<file path="config.mk">
export PLATFORM = sky130hd
export DESIGN_NAME = commu_sched
export DESIGN_NICKNAME = d
export VERILOG_FILES = /design/src/rtl/commu_pkg.sv /design/src/rtl/commu_rr_arb2.sv /design/src/rtl/commu_sched.sv
export SDC_FILE = /design/constraint.sdc
export NUM_CORES = 1
export LEC_CHECK = 0
export BUFFER_PORTS_ARGS = -buffer_cell sky130_fd_sc_hd__buf_4
export CAP_MARGIN = 10
export CORE_MARGIN = 2
export CORE_UTILIZATION = 40
export CTS_CLUSTER_DIAMETER = 40
export DETAILED_ROUTE_END_ITERATION = 10
export GPL_ROUTABILITY_DRIVEN = 0
export SLEW_MARGIN = 20
export SYNTH_ARGS = -nofsm -noshare
export SYNTH_HDL_FRONTEND = slang
export SYNTH_HIERARCHICAL = 1
export SYNTH_SLANG_ARGS = --single-unit
</file>
<file path="constraint.sdc">
create_clock -name clk_sys -period 1.96 [get_ports clk_sys]
set_input_delay 0.196 -clock clk_sys [delete_from_list [all_inputs] [get_ports clk_sys]]
set_output_delay 0.196 -clock clk_sys [all_outputs]
set_load 0.1 [all_outputs]
</file>
<file path="src/rtl/commu_pkg.sv">
// Shared state and channel encodings for the commu frame scheduler.
package commu_pkg;

   typedef enum logic [1:0] {
      ST_IDLE = 2'd0,
      ST_WAIT = 2'd1,
      ST_GAP  = 2'd2
   } state_t;

   localparam logic CH0 = 1'b0;
   localparam logic CH1 = 1'b1;

endpackage

</file>
<file path="src/rtl/commu_rr_arb2.sv">
// Two-input round-robin arbiter; last_gnt flips priority only when a grant is taken.
module commu_rr_arb2
   import commu_pkg::*;
(
   input  logic clk_sys,
   input  logic rst_n,
   input  logic req_ch0,
   input  logic req_ch1,
   input  logic take,
   output logic gnt_vld,
   output logic gnt
);

   logic last_gnt_d;
   logic last_gnt_q;

   always_comb begin
      gnt_vld = req_ch0 | req_ch1;
      if (req_ch0 && req_ch1) begin
         gnt = ~last_gnt_q;
      end else if (req_ch1) begin
         gnt = CH1;
      end else begin
         gnt = CH0;
      end
      last_gnt_d = take ? gnt : last_gnt_q;
   end

   // Reset to CH1 so that ch0 wins the very first tie.
   always_ff @(posedge clk_sys or negedge rst_n) begin
      if (!rst_n) begin
         last_gnt_q <= CH1;
      end else begin
         last_gnt_q <= last_gnt_d;
      end
   end

endmodule

</file>
<file path="src/rtl/commu_sched.sv">
// Frame scheduler in front of commu_push: round-robin grant, push handshake, inter-frame gap.
// Optional push-timeout watchdog enabled by defining COMMU_SCHED_TMO_EN.
module commu_sched
   import commu_pkg::*;
#(
   parameter int GAP_CYC = 16,
   parameter int TMO_CYC = 65535
) (
   input  logic        clk_sys,
   input  logic        rst_n,
   input  logic        cfg_en,
   input  logic        req_ch0,
   input  logic        req_ch1,
   output logic        ack_ch0,
   output logic        ack_ch1,
   output logic        buf_sel,
   output logic        fire_push,
   input  logic        done_push,
   output logic        busy,
   output logic [15:0] frm_cnt,
   output logic        err_tmo,
   input  logic        clr_err
);

   state_t      state_q, state_d;
   logic        buf_sel_q, buf_sel_d;
   logic        fire_push_q, fire_push_d;
   logic        ack_ch0_q, ack_ch0_d;
   logic        ack_ch1_q, ack_ch1_d;
   logic        busy_q, busy_d;
   logic [15:0] frm_cnt_q, frm_cnt_d;
   logic [15:0] gap_cnt_q, gap_cnt_d;

   logic gnt_vld;
   logic gnt;
   logic take;
   logic done_ok;
   logic tmo_hit;

   commu_rr_arb2 u_arb (
      .clk_sys (clk_sys),
      .rst_n   (rst_n),
      .req_ch0 (req_ch0),
      .req_ch1 (req_ch1),
      .take    (take),
      .gnt_vld (gnt_vld),
      .gnt     (gnt)
   );

   assign take    = (state_q == ST_IDLE) && cfg_en && gnt_vld;
   // A completion coinciding with our own fire pulse belongs to nothing we started.
   assign done_ok = (state_q == ST_WAIT) && done_push && !fire_push_q;

`ifdef COMMU_SCHED_TMO_EN
   logic [15:0] tmo_cnt_q, tmo_cnt_d;
   logic [15:0] tmo_nxt;
   logic        err_tmo_q, err_tmo_d;

   assign tmo_nxt = tmo_cnt_q + 16'd1;
   assign tmo_hit = (state_q == ST_WAIT) && !done_ok && (tmo_nxt == 16'(TMO_CYC));

   always_comb begin
      tmo_cnt_d = tmo_cnt_q;
      if (take) begin
         tmo_cnt_d = '0;
      end else if (state_q == ST_WAIT) begin
         tmo_cnt_d = tmo_nxt;
      end
      err_tmo_d = err_tmo_q;
      if (clr_err) begin
         err_tmo_d = 1'b0;
      end
      if (tmo_hit) begin
         err_tmo_d = 1'b1;
      end
   end

   always_ff @(posedge clk_sys or negedge rst_n) begin
      if (!rst_n) begin
         tmo_cnt_q <= '0;
         err_tmo_q <= 1'b0;
      end else begin
         tmo_cnt_q <= tmo_cnt_d;
         err_tmo_q <= err_tmo_d;
      end
   end

   assign err_tmo = err_tmo_q;
`else
   logic unused_tmo;

   assign tmo_hit    = 1'b0;
   assign err_tmo    = 1'b0;
   assign unused_tmo = clr_err ^ (TMO_CYC == 0);
`endif

   always_comb begin
      state_d     = state_q;
      buf_sel_d   = buf_sel_q;
      fire_push_d = 1'b0;
      ack_ch0_d   = 1'b0;
      ack_ch1_d   = 1'b0;
      frm_cnt_d   = frm_cnt_q;
      gap_cnt_d   = gap_cnt_q;
      case (state_q)
         ST_IDLE: begin
            if (take) begin
               state_d     = ST_WAIT;
               buf_sel_d   = gnt;
               fire_push_d = 1'b1;
            end
         end
         ST_WAIT: begin
            if (done_ok || tmo_hit) begin
               if (done_ok) begin
                  ack_ch0_d = (buf_sel_q == CH0);
                  ack_ch1_d = (buf_sel_q == CH1);
                  frm_cnt_d = frm_cnt_q + 16'd1;
               end
               if (GAP_CYC == 0) begin
                  state_d = ST_IDLE;
               end else begin
                  state_d   = ST_GAP;
                  gap_cnt_d = 16'(GAP_CYC);
               end
            end
         end
         ST_GAP: begin
            if (gap_cnt_q <= 16'd1) begin
               state_d = ST_IDLE;
            end else begin
               gap_cnt_d = gap_cnt_q - 16'd1;
            end
         end
         default: begin
            state_d = ST_IDLE;
         end
      endcase
      busy_d = (state_d != ST_IDLE);
   end

   always_ff @(posedge clk_sys or negedge rst_n) begin
      if (!rst_n) begin
         state_q     <= ST_IDLE;
         buf_sel_q   <= CH0;
         fire_push_q <= 1'b0;
         ack_ch0_q   <= 1'b0;
         ack_ch1_q   <= 1'b0;
         busy_q      <= 1'b0;
         frm_cnt_q   <= '0;
         gap_cnt_q   <= '0;
      end else begin
         state_q     <= state_d;
         buf_sel_q   <= buf_sel_d;
         fire_push_q <= fire_push_d;
         ack_ch0_q   <= ack_ch0_d;
         ack_ch1_q   <= ack_ch1_d;
         busy_q      <= busy_d;
         frm_cnt_q   <= frm_cnt_d;
         gap_cnt_q   <= gap_cnt_d;
      end
   end

   assign buf_sel   = buf_sel_q;
   assign fire_push = fire_push_q;
   assign ack_ch0   = ack_ch0_q;
   assign ack_ch1   = ack_ch1_q;
   assign busy      = busy_q;
   assign frm_cnt   = frm_cnt_q;

endmodule

</file>
# After elaboration in Yosys (flattened, before gate mapping)
# Cells that the tools add are included.
[word_totals] ff_bits=40 in_bits=7 out_inout_bits=22 wordCells=46
[classes] addsub=2 order_cmp=1 n_eq_ne=4 muxes=15 n_bitwise=3 n_reduce_logical=12
[op_table] op="16-bit two-way mux" count=2
[op_table] op="16-bit one-hot mux with 2 select lines" count=1
[op_table] op="16-bit by 1-bit adder with 16-bit output (second input constant)" count=1
[op_table] op="16-bit by 1-bit <= comparator with 1-bit output (second input constant)" count=1
[op_table] op="16-bit by 1-bit subtractor with 16-bit output (second input constant)" count=1
[op_table] op="1-bit two-way mux" count=8
[op_table] op="2-bit two-way mux" count=3
[op_table] op="2-bit one-hot mux with 3 select lines" count=1
[op_table] op="1-bit logical AND" count=5
[op_table] op="2-bit != test (second input constant)" count=2
[op_table] op="2-bit AND reduction" count=2
[op_table] op="2-bit nonzero test" count=2
[op_table] op="3-bit AND reduction" count=1
[op_table] op="2-bit by 1-bit equality test with 1-bit output (second input constant)" count=1
[op_table] op="2-bit equality test (second input constant)" count=1
[op_table] op="2-bit zero test" count=1
[op_table] op="1-bit inverter" count=2
[op_table] op="1-bit zero test" count=1
[op_table] op="1-bit bitwise OR" count=1

# Longest topological paths before layout
# Gate-level depths: netlist of the first run.
[depth] ltp_word=6 mapped_depth=7 mapped_depth_nobuf=6

# Hierarchy
# Netlist of the first run, hierarchy kept.
[modules_own_cells] mod="commu_sched" instances=1 cells_each=180 area_each_um2=1866.8 seq_area_each_um2=975.9
[modules_own_cells] mod="commu_rr_arb2" instances=1 cells_each=4 area_each_um2=58.8 seq_area_each_um2=26.3

# Least setup slack after synthesis of the first run
# OpenSTA, ideal clock, no wires.
[synth_path] kind="reg2reg" start="reg frm_cnt_q[0], in the netlist frm_cnt[0]" end="reg frm_cnt_q[12], in the netlist frm_cnt[12]" setup_time_ns=0.159 arrival_time_ns=2.103 required_time_ns=1.801 slack_ns=-0.302 stages_incl_launch_ff=6 n_path_buf=0 path_cell_list="dfrtp_1 ha_1 nand4_1 nor3_1 nand3_1 xnor2_1"
[synth_between] elab_chain_len=1
[synth_lines] item="start, declared" line="commu_sched.sv:31" text="logic [15:0] frm_cnt_q, frm_cnt_d;"
[synth_lines] item="start signal, assigned" line="commu_sched.sv:159" text="frm_cnt_q <= frm_cnt_d;"
[synth_lines] item="16-bit by 1-bit adder with 16-bit output" line="commu_sched.sv:118" text="frm_cnt_d = frm_cnt_q + 16'd1;"
# Every way passes these cells.
# A chain may end at the register's enable or synchronous reset.

# Final worst setup path of the first run
[layout_path] start="reg gap_cnt_q[2]" end="reg gap_cnt_q[8]"
[layout_between] elab_chain_len=3 word_cells_on_any_way=6
[layout_lines] item="start, declared" line="commu_sched.sv:32" text="logic [15:0] gap_cnt_q, gap_cnt_d;"
[layout_lines] item="start signal, assigned" line="commu_sched.sv:160" text="gap_cnt_q <= gap_cnt_d;"
[layout_lines] item="16-bit by 1-bit subtractor with 16-bit output or 16-bit by 1-bit <= comparator with 1-bit output (tied branches)" line="commu_sched.sv:132, commu_sched.sv:129"
[layout_lines] item="16-bit two-way mux or 2-bit != test (tied branches)"
[layout_lines] item="16-bit one-hot mux with 2 select lines or 3-bit AND reduction (tied branches)"
# Parallel ways exist; a longest one is shown, timed or not. The select of a mux whose other input is x is not followed.

==> flow_summary.ini, run 1 <==
[floorplan]
start_util = 0.410
die_w_um = 73.4
design.die.area_um2 = 5380
die-height_um = 73.4
rows = 25
core_um2 = 4690
io_pins = 29

[run]
max_cap_violations = 0

[layout]
area_growth_pct = 23.8
drive_above_1_share = 0.306
layout.nets = 231
n_antenna_cell = 0
seqCellArea_um2 = 1010
fill_cells = 427
multi_input_area_um2 = 906

[grt]
grt_start_max_net_pins = 41
gr-usage-all-layers = 0.157
grt.overflow.total = 0
antenna_found_initial = 0
grt_pass1_wl_um = 6510
first_global_vias = 1456

[timing]
finalHoldViolations = 0
slew_violations = 0
rsz0062_at_grt = false
slew_headroom = 0.663
fin_tns_setup_ps = 0
tightestPinTransition_ps = 505
finalSetupViolCount = 0
period_share = 0.956
clock_skew_ps = 6.53
fmax_mhz = 533
fin_crit_ps = 1870

[synthesis]
synth_top_area_frac = 0.507
syn_area_per_cell_um2 = 10.5
syn-cell-area_um2 = 1930
yosysWarnings = 6
synth_edf_count = 0
synth_ff_type = dfrtp_1
syn-num-nets = 194
synth_area_leaders = dfrtp_1 (51%), xnor2_1 (5.0%), mux2i_1 (4.2%)
synth_area_leader_cell = dfrtp_1
synth-seq-cells = 40
synthesis.instances = 184
yosys-top-cells-count = dfrtp_1 (39), nand2_1 (21), xnor2_1 (11)
synthArstFlopShare = 1.00
yosysSeqAreaShare = 0.520
ys_types = 42
yosysMostFrequentCell = dfrtp_1

[drt]
drt-pass1-iter-count = 4
via_count = 1479
ant_nets = 0
viasPerCell = 5.36
drc = 0
drt_iter0_drc = 59
wirelength_um = 3790
wl_per_cell_um = 13.7

[pwr]
ir_drop_uv = 515
power.total_w = 0.00355
p_leak_nw = 1.10
p_per_area_nw_per_um2 = 1490

[clock_network]
path_clk_slew_ps = 80
clk_path_buf_depth = 2
cts_tree = yes
clkLatencyLatePin_ps = 290
root_buffer = clkbuf_8
htreeDepth = 2
cts_buffers = 5
numClockSinks = 40

[setup_path]
end_kind = flop
cp.required_ps = 2130
cp_max_fo = 5
path_class = reg2reg
critPathLaunchType = flop
critPathArrivalTime_ps = 2050

[place]
io_buffers = 26
dp_hpwl_um = 2730

[worst_hold_path]
hold_class = in2reg

[run_status]
status = complete, no violations
-- critical path: stages, from the launching register on --
cell and delay, ps:
dfrtp_1 440, or2_2 360, or4_2 670, o211ai_1 190
o31ai_1 100
-- path summary, 6_finish.rpt --
check,depth (start not counted),slack [ps],to,from
max,4,90,gap_cnt_q[8],gap_cnt_q[2]
min,4,170,buf_sel,req_ch0
max reg2reg,4,90,gap_cnt_q[8],gap_cnt_q[2]
min reg2reg,1,480,frm_cnt[15],frm_cnt[15]
max in group asynchronous,2,1160,frm_cnt[3],rst_n
min in group asynchronous,2,420,frm_cnt[5],rst_n
-- flip-flops by register name, indices dropped and copies added (netlist names) --
signal and count:
ack_ch0 1, ack_ch1 1, buf_sel 1, busy 1, fire_push 1, frm_cnt 16
gap_cnt_q 16, state_q 2, u_arb/last_gnt_q 1
-- metal layers --
metal,share of wire,GRT usage,vias to the layer above
met2,0.51,0.271,25
met4,0.014,0.0687,0
met3,0.035,0.0288,5
met5,0,0,-
li1,-,-,719
met1,0.44,0.192,730
-- report_power, final --
part / total (W) / switching (W) / internal, W
Combinational: 0.00157 / 0.00102 / 0.000559
Sequential: 0.00132 / 0.000253 / 0.00106
Clock: 0.000656 / 0.000280 / 0.000376
Total: 0.00355 / 0.00155 / 0.00200
-- layout make-up --
| class | instances | area share |
|---|---|---|
| Clock buffer | 5 | 0.0289 |
| Clock inverter | 3 | 0.0178 |
| Inverter | 5 | 0.00787 |
| Multi-Input combinational cell | 134 | 0.380 |
| Sequential cell | 40 | 0.426 |
| Tap cell | 54 | 0.0283 |
| Timing Repair Buffer | 35 | 0.111 |
-- stage by stage --
step / utilization / instance area, um^2 / instances / hold slack, ps / worst slack [ps]
after global routing: 0.508 / 2380 / 276 / 175 / 6.09
after global placement: 0.475 / 2230 / 266 / 194 / 145
after floorplan: - / 1940 / 184 / -99.6 / 41.3
after CTS: 0.501 / 2350 / 275 / 160 / 59.2
final: 0.508 / 2380 / 276 / 165 / 85.3
after detailed placement: 0.475 / 2230 / 266 / 202 / 89.7
-- cells by family (layout without fill, tap and decap cells) --
group           count (synthesis)  in the layout  synth area share
compound gates                 18             18            0.0591
simple gates                   88             88             0.256
buf+inv                        10             48            0.0253
other cells                     1              1           0.00195
fa+ha+maj                       3              3            0.0195
flops                          40             40             0.520
xor+xnor                       15             15            0.0682
mux                             9              9            0.0494
-- cell usage in the layout (no fill, tap or decap), types with 2 or more instances in the layout --
cell type	netlist	final
and3_1	3	3
nor2_1	10	10
nand3b_1	2	2
or2_2	2	2
dfrtp_2	0	10
nand4_1	8	8
nor2b_1	2	2
or3_4	2	2
or3_1	4	4
mux2i_1	8	8
clkbuf_8	0	5
buf_4	1	34
nor3_2	0	2
nand3_1	10	10
o211ai_1	2	2
nor4_1	3	2
and2_1	2	2
a21oi_1	4	3
or4_1	4	4
nand2_1	21	21
nor3_1	7	5
o21ai_0	6	6
o31ai_1	2	2
ha_1	3	2
xnor2_1	11	11
xor2_1	4	4
inv_1	5	5
dfrtp_1	39	29
-- timing repair --
| item | in CTS | in global routing |
|---|---|---|
| setup buffers | 0 | 1 |
| gates resized for setup | 0 | 5 |
| setup endpoints to repair | 0 | 6 |
| endpoints found under the hold margin | 39 | 0 |
| hold buffers | 1 | 0 |
Note: power is estimated with default switching activity, not from simulation.
==> run 2: changes to the inputs <==
--- a/config.mk
+++ b/config.mk
@@ -10,5 +10,5 @@
 export CORE_MARGIN = 2
 export CORE_UTILIZATION = 40
-export CTS_CLUSTER_DIAMETER = 40
+export CTS_CLUSTER_DIAMETER = 80
 export DETAILED_ROUTE_END_ITERATION = 10
 export GPL_ROUTABILITY_DRIVEN = 0
==> constraint.sdc (replaced) <==
create_clock -name clk_sys -period 1.96 [get_ports clk_sys]
set_input_delay 0 -clock clk_sys [delete_from_list [all_inputs] [get_ports clk_sys]]
set_output_delay 0 -clock clk_sys [all_outputs]
set_load 0.1 [all_outputs]
==> flow_summary.ini, run 2 (synthesis results as in run 1) <==
[setup_path]
end_kind = flop
critPathLaunchType = flop
path_class = reg2reg
cp_slowest_cell = or4_2
critPathArrivalTime_ps = 2060
cp_max_fo = 4
crit_path_max_incr_delay_ps = 680
crit_chain = or2_2 > or4_2 > o211ai_1 > o31ai_1
cp.required_ps = 2130

[grt]
antenna_found_initial = 0
first_global_vias = 1449
grt_pass1_wl_um = 6790
grt.overflow.total = 0
grt_start_max_net_pins = 41
gr-usage-all-layers = 0.166

[layout]
seqCellArea_um2 = 1020
multi_input_area_um2 = 921
n_antenna_cell = 0
layout.nets = 233
area_growth_pct = 25.7
finalInstanceArea_um2 = 2420
finalNonFillerCells = 278
final_common_cell = buf_4
drive_above_1_share = 0.321
final_cell_mix = buf_4 (35), dfrtp_1 (26), nand2_1 (21), dfrtp_2 (13), xnor2_1 (11)
fill_cells = 422

[timing]
fin_tns_setup_ps = 0
slew_violations = 0
period_share = 0.964
finalSetupViolCount = 0
slew_headroom = 0.654
fin_crit_ps = 1890
fmax_mhz = 529
clock_skew_ps = 6.67
rsz0062_at_grt = false
tightestPinTransition_ps = 515
finalHoldViolations = 0

[clock_network]
cts_tree = yes
root_buffer = clkbuf_8
numClockSinks = 40
cts_buffers = 5
clkLatencyLatePin_ps = 290
path_clk_slew_ps = 80
clk_path_buf_depth = 2
htreeDepth = 2

[drt]
wl_per_cell_um = 14.3
ant_nets = 0
wirelength_um = 3980
drt-pass1-iter-count = 4
drt_iter0_drc = 95
drc = 0
via_count = 1496
viasPerCell = 5.38

[worst_hold_path]
hold_class = in2reg

[place]
io_buffers = 26
placed_cells = 266
dp_hpwl_um = 2770
place_area_um2 = 2230

[floorplan]
die-height_um = 73.4
start_util = 0.410
design.die.area_um2 = 5380
rows = 25
core_um2 = 4690
die_w_um = 73.4
io_pins = 29

[pwr]
p_leak_nw = 1.12
ir_drop_uv = 506
p_per_area_nw_per_um2 = 1500

[run_status]
status = complete, no violations

[run]
max_cap_violations = 0
==> run 2: cell count changes in the layout (fill, tap and decap cells not counted), sizes merged <==
cell | previous run | this run
buf | 34 | 35
dlygate4sd3 | 1 | 2
==> run 2: metrics by stage <==
| stage | hold slack (ps) | utilization | power, W | worst slack (ps) |
|---|---|---|---|---|
| after CTS | 52.1 | 0.503 | 0.00356 | 49.5 |
| after floorplan | -296 | - | 0.00243 | 41.3 |
| after global routing | 85.6 | 0.516 | 0.00387 | 3.18 |
| after detailed placement | 7.26 | 0.475 | 0.00286 | 74.0 |
| final | 50.5 | 0.516 | 0.00362 | 70.4 |
| after global placement | 2.19 | 0.475 | 0.00281 | 160 |
==> run 2: what timing repair did <==
item,4_1_cts,5_1_grt
hold endpoints to repair,40,0
endpoints found under the setup margin,0,6
hold buffers,2,0
buffers inserted,0,2
resized for setup,0,10
==> run 2: final timing paths <==
check                             start            to  slack, ps  cells after the start
max                        gap_cnt_q[2]  gap_cnt_q[8]         70                      4
min                              cfg_en     fire_push         50                      3
max reg2reg                gap_cnt_q[2]  gap_cnt_q[8]         70                      4
min reg2reg                     buf_sel       ack_ch0        470                      1
max in group asynchronous         rst_n  gap_cnt_q[5]       1370                      2
min in group asynchronous         rst_n    frm_cnt[5]        220                      2
==> run 2: layer usage <==
| layer | up-vias | share of wire | GRT usage |
|---|---|---|---|
| met5 | - | 0 | 0 |
| met4 | 0 | 0.014 | 0.0808 |
| met3 | 4 | 0.032 | 0.0288 |
| met2 | 36 | 0.51 | 0.282 |
| met1 | 729 | 0.44 | 0.204 |
| li1 | 727 | - | - |
==> run 2: power breakdown <==
group / total, W / internal, W / switching (W) / leakage, nW
registers: 0.00132 / 0.00107 / 0.000256 / 0.506
clock network: 0.000675 / 0.000377 / 0.000298 / 0.0541
logic: 0.00162 / 0.000580 / 0.00104 / 0.564
total: 0.00362 / 0.00202 / 0.00160 / 1.12
==> run 2: area by class of cell <==
type | instances | area share
sequential | 40 | 0.421
multi-input combinational | 134 | 0.381
timing repair buffer | 37 | 0.117
clock buffer | 5 | 0.0284
tap | 54 | 0.0279
clock inverter | 3 | 0.0176
inverter | 5 | 0.00776
==> run 2: critical path, delay by kind of cell (launching register included) <==
family / cells / cell delay [ps]
AOI/OAI and AO/OA: 2 / 310
DFF: 1 / 440
and+or+nand+nor: 2 / 1020
